[src/rtl/ifu_fetch_stage.sv]
// rtl/ifu_fetch_stage.sv - instruction fetch stage with one outstanding imem request
// Redirects always win: they retarget pc and squash any in-flight or held instruction.
module ifu_fetch_stage #(
  parameter logic [63:0] RESET_PC = 64'h80000000
) (
  input  logic        clk,
  input  logic        rst,
  input  logic        out_ready,
  input  logic        redirect_valid,
  input  logic [63:0] redirect_pc,
  output logic        imem_req,
  output logic [63:0] imem_addr,
  input  logic        imem_gnt,
  input  logic        imem_rvalid,
  input  logic [31:0] imem_rdata,
  output logic        if_valid,
  output logic [31:0] if_inst,
  output logic [63:0] if_pc,
  output logic [63:0] if_snpc,
  output logic [63:0] fetch_count
);

  typedef enum logic [1:0] {S_REQ, S_WAIT, S_HOLD} state_t;

  state_t      state;
  state_t      state_nxt;
  logic [63:0] pc;
  logic        drop;
  logic        handshake;

  always_ff @(posedge clk) begin
    if (rst) state <= S_REQ;
    else     state <= state_nxt;
  end

  always_comb begin
    state_nxt = state;
    case (state)
      S_REQ:   if (!redirect_valid && imem_gnt) state_nxt = S_WAIT;
      S_WAIT:  if (imem_rvalid) state_nxt = (redirect_valid || drop) ? S_REQ : S_HOLD;
      S_HOLD:  if (redirect_valid || out_ready) state_nxt = S_REQ;
      default: state_nxt = S_REQ;
    endcase
  end

  always_comb begin
    imem_req  = 1'b0;
    if_valid  = 1'b0;
    if (!rst) begin
      imem_req = (state == S_REQ) && !redirect_valid;
      if_valid = (state == S_HOLD) && !redirect_valid;
    end
    handshake = if_valid && out_ready;
  end

  assign imem_addr = pc;
  assign if_snpc   = if_pc + 64'd4;

  always_ff @(posedge clk) begin
    if (rst) begin
      pc          <= RESET_PC;
      drop        <= 1'b0;
      if_inst     <= 32'd0;
      if_pc       <= 64'd0;
      fetch_count <= 64'd0;
    end else begin
      // A redirect retargets pc in every state; the rest only matters without one.
      if (redirect_valid) pc <= redirect_pc;
      case (state)
        S_WAIT: begin
          if (imem_rvalid) begin
            if (!redirect_valid && !drop) begin
              if_inst <= imem_rdata;
              if_pc   <= pc;
            end
            drop <= 1'b0;
          end else if (redirect_valid) begin
            drop <= 1'b1;
          end
        end
        S_HOLD: begin
          if (handshake) begin
            pc          <= pc + 64'd4;
            fetch_count <= fetch_count + 64'd1;
          end
        end
        default: ;
      endcase
    end
  end

endmodule

[config.mk]
export PLATFORM = sky130hd
export DESIGN_NAME = ifu_fetch_stage
export DESIGN_NICKNAME = d
export VERILOG_FILES = /design/src/rtl/ifu_fetch_stage.sv
export SDC_FILE = /design/constraint.sdc
export NUM_CORES = 1
export LEC_CHECK = 0
export ABC_CLOCK_PERIOD_IN_PS = 2400
export BUFFER_PORTS_ARGS = -buffer_cell sky130_fd_sc_hd__buf_2
export CAP_MARGIN = 30
export CORE_MARGIN = 4
export CORE_UTILIZATION = 25
export CTS_CLUSTER_DIAMETER = 30
export DETAILED_ROUTE_END_ITERATION = 8
export GPL_TIMING_DRIVEN = 0
export PLACE_DENSITY_LB_ADDON = 0.1
export SETUP_SLACK_MARGIN = 0.02
export SKIP_CTS_REPAIR_TIMING = 1
export SLEW_MARGIN = 20
export SYNTH_ARGS = -nofsm -noshare
export SYNTH_HDL_FRONTEND = slang
export SYNTH_SLANG_ARGS = --single-unit
[constraint.sdc]
create_clock -name clk -period 2.4 [get_ports clk]
set_input_delay 0 -clock clk [delete_from_list [all_inputs] [get_ports clk]]
set_output_delay 0 -clock clk [all_outputs]
set_load 0.01 [all_outputs]
==> results.md <==
• 0.351 — layout cells sized above 1
• -3.18 ns — setup total negative slack
• 0.0191 mm2 — final design area excluding fillers
• -0.301 ns — final worst setup slack
• 5 — Hold Path Stages
• 5 — 1st-pass router iterations
• 0.37 ns — largest stage delay on the critical path
• sky130_fd_sc_hd__dfxtp_1 39%, sky130_fd_sc_hd__nand2_1 9.6%, sky130_fd_sc_hd__xnor2_1 7.2% — main area contributors after synthesis
• 224 um — die span in x
• 0.412 — Worst slew margin
• sky130_fd_sc_hd__dfxtp_4 — Critical Path Slowest Stage Cell
• sky130_fd_sc_hd__dfxtp_1 — cell type contributing the most total cell area after synthesis
• 2778 — Layout Cells excl Fill
• 1.13 — portion of the clock cycle consumed by the worst path in the final layout
• simple AND/OR/NAND/NOR gates — Top Family by Delay on Critical Path
• true — RSZ-0062 raised after global routing
• 4770 — Layout fillers
• 5 — initial antenna violation count
• 404 x sky130_fd_sc_hd__buf_2, 294 x sky130_fd_sc_hd__nand2_1, 187 x sky130_fd_sc_hd__dfxtp_1 — top library cells by usage in the layout, fill and taps aside
• 1492 — count of mapped cells out of synthesis
• 76 — library cells used by synthesis
• 74 — TritonCTS Buffers
• 1597 — post-synth net total
• output port — endpoint type of the worst setup path
• reg -> out — Crit Path Category
• 227 — clock sinks
• finished, violations left — status
• 13443 — detailed-route via count
• -0.617 ns — worst slack at placement
• 3 — Longest Clk Path Bufs
• 78 — FP Rows
• 2225 — layout net count
• 9 — worst-case reg-to-reg path depth
• 0.197 — GRT Total Usage
• 2.70 ns — final period demand of the worst path
• 0.370 GHz — maximum clock frequency
• 0.389 — top cell type's share of synthesized area
• and4_4 -> nand4_4 -> buf_6 -> nor3_4 -> buf_12 -> nand3_4 -> nor4_4 -> xor2_1 -> buf_2 — crit path cell chain
• redirect_pc[62] — hold path startpoint
• 53900 um — DRT Wirelength
• 25 — Final setup violation count
• flip-flop — startpoint type of the worst setup path
• 4.84 — ratio of routed vias to standard cells
• imem_addr[2]$_SDFF_PP0_ — launching point of the worst reg2reg path
• built — clock tree from TritonCTS
• 76900 um — first-pass GRT wire length
• sky130_fd_sc_hd__dfxtp_1 — dominant register cell in the synthesized netlist
• 0 — ANT nets after route
• 751 mW/mm2 — power per standard cell area
• sky130_fd_sc_hd__clkbuf_16 — clock root cell
• 392 — number of ports placed on the die boundary
• 0.255 — starting density of the core
• 0.881 ns — actual slew at the worst max-slew pin
• 0.417 — utilization after layout
• 63.2% — synthesis-to-layout area growth
• 771 — number of violations reported at the end of detailed-routing iteration 0
• 2.40 ns — critical path required time
• 0 — Synth warnings
• in -> reg — path class of the lowest-slack min-delay path
• 0.0117 mm2 — area of the mapped netlist
• imem_addr[62]$_SDFF_PP0_ — endpoint of the worst hold path
• imem_addr[58]$_SDFF_PP0_ — destination of the worst register-to-register timing path
• 0 — overflow left after global routing
• 390 — buffers added on ports
• 0 — count of pins over their slew limit
• 0 — number of enable flip-flop cells after synthesis
• negative setup slack — failing checks
• 0 — share of async-settable or async-resettable flops after synthesis
• 39300 um — Post-DP HPWL
• 0.0292 ns — worst hold slack after final layout
• 0.0458 mm2 — Placeable Area
• 0 — count of max-cap constraint violations
• 0.08 ns — r2r setup slk
• 7.83 um2 — Mean Syn Cell Area
• 224 um — overall die height
• 3 — Max H-tree Level
• 2.70 ns — signal arrival time at the worst endpoint
• 11 — largest net degree at the start of global routing
• 0.0144 mm2 — total placed instance area
• 0.04 ns — clock transition time at the flip-flop clock pins of the worst setup and hold paths
• 2484 — total placed cells including tap cells
• 14.3 mW — overall power consumption
• 0.0185 ns — Final Skew
• 0.389 — post-synthesis sequential area ratio
• 0.860 — routability-driven placement congestion ratio
• 3 — buffers plus inverters on the worst setup path
• 7 — largest fanout of any net on the critical path
• 227 — synthesis-stage register bit count
• 0.58 ns — Clk Latency, worst-skew pair
• 0.598 mV — maximum resistive drop on vdd
• 0.0503 mm2 — full die area
• 0 — Final Hold Violating Endpoints
• 19.4 um — Avg WL per Cell
• 12364 — number of global-route vias before repair
• sky130_fd_sc_hd__buf_2 — most common cell after layout, fill and taps aside
• 0 — DRC violation count after routing
• 8.15 nW — leakage power summed over all cells
[worst reg2reg max path, delay by kind of cell (launching register included)]
kind / cells / cell delay [ns]
xor gates and xnor gates: 1 / 0.17
DFF: 1 / 0.39
AOI/OAI and AO/OA: 1 / 0.09
adders and majority gates: 1 / 0.17
and+or+nand+nor: 4 / 1.00
buffers and inverters: 2 / 0.34
[layout make-up]
cell class	instances	area [um2]	share of cell area
clock buffers	103	2060	0.108
inverters	23	86.3	0.00453
well taps	600	751	0.0394
repair buffers	553	3510	0.184
diodes	2	5.00	0.000262
clock inverters	29	408	0.0214
flip-flops and latches	227	4630	0.243
plain buffers	87	412	0.0216
multi-input cells	1154	7210	0.378
[sequential cells by signal, indices dropped and copies added (netlist names)]
signal,flops
if_inst,32
drop,1
state,2
fetch_count,64
if_pc,64
imem_addr,64
[kinds of logic (layout without fill, tap and decap cells)]
kind of cell,count (synthesis),in the layout,synth area share
other cells,0,2,0
xor+xnor,139,139,0.104
mux,14,14,0.0130
flops,227,227,0.389
compound gates,250,250,0.124
buf+inv,111,795,0.0399
fa+ha+maj,3,3,0.00321
simple gates,748,748,0.327
[power by group]
part | internal, mW | switching (mW) | total, mW
clock | 6.87 | 2.66 | 9.53
combinational | 0.355 | 0.426 | 0.780
sequential | 3.86 | 0.151 | 4.01
total | 11.1 | 3.24 | 14.3
[how the worst max path moves through the flow]
stage                                 start                        to  slack (ns)  depth (start not counted)
finish               if_pc[24]$_SDFFE_PP0P_               if_snpc[63]       -0.30                          9
floorplan           imem_addr[2]$_SDFF_PP0_  imem_addr[32]$_SDFF_PP0_        0.28                          7
global placement      if_pc[4]$_SDFFE_PP0P_               if_snpc[57]       -0.69                          8
CTS                   if_pc[3]$_SDFFE_PP0P_               if_snpc[54]       -1.25                          8
detailed placement    if_pc[3]$_SDFFE_PP0P_               if_snpc[54]       -0.62                          8
global route         if_pc[24]$_SDFFE_PP0P_               if_snpc[57]       -0.41                          7
[synth_stat cells, types with 6 or more instances]
library cell	number
sky130_fd_sc_hd__o22ai_1	12
sky130_fd_sc_hd__nand4_2	6
sky130_fd_sc_hd__nor4_1	29
sky130_fd_sc_hd__and3_1	32
sky130_fd_sc_hd__nor4_2	11
sky130_fd_sc_hd__mux2_2	9
sky130_fd_sc_hd__nand4_1	56
sky130_fd_sc_hd__nor3_1	42
sky130_fd_sc_hd__o21ai_0	24
sky130_fd_sc_hd__nand2_1	299
sky130_fd_sc_hd__buf_1	7
sky130_fd_sc_hd__a31oi_1	16
sky130_fd_sc_hd__inv_1	22
sky130_fd_sc_hd__xor2_1	43
sky130_fd_sc_hd__a22oi_1	7
sky130_fd_sc_hd__and4_1	20
sky130_fd_sc_hd__buf_2	16
sky130_fd_sc_hd__xnor2_1	96
sky130_fd_sc_hd__clkbuf_1	59
sky130_fd_sc_hd__or3_1	7
sky130_fd_sc_hd__nor2_1	131
sky130_fd_sc_hd__and2_1	16
sky130_fd_sc_hd__a21oi_1	152
sky130_fd_sc_hd__nand3_1	62
sky130_fd_sc_hd__dfxtp_1	227
[per-layer routing]
layer / part of all wire / track usage / up-vias
met5: 0.00080 / 0 / -
met4: 0.020 / 0.0605 / 8
met3: 0.073 / 0.0687 / 75
met2: 0.47 / 0.316 / 409
met1: 0.43 / 0.251 / 6432
li1: - / - / 6519
Note: power is estimated with default switching activity, not from simulation.
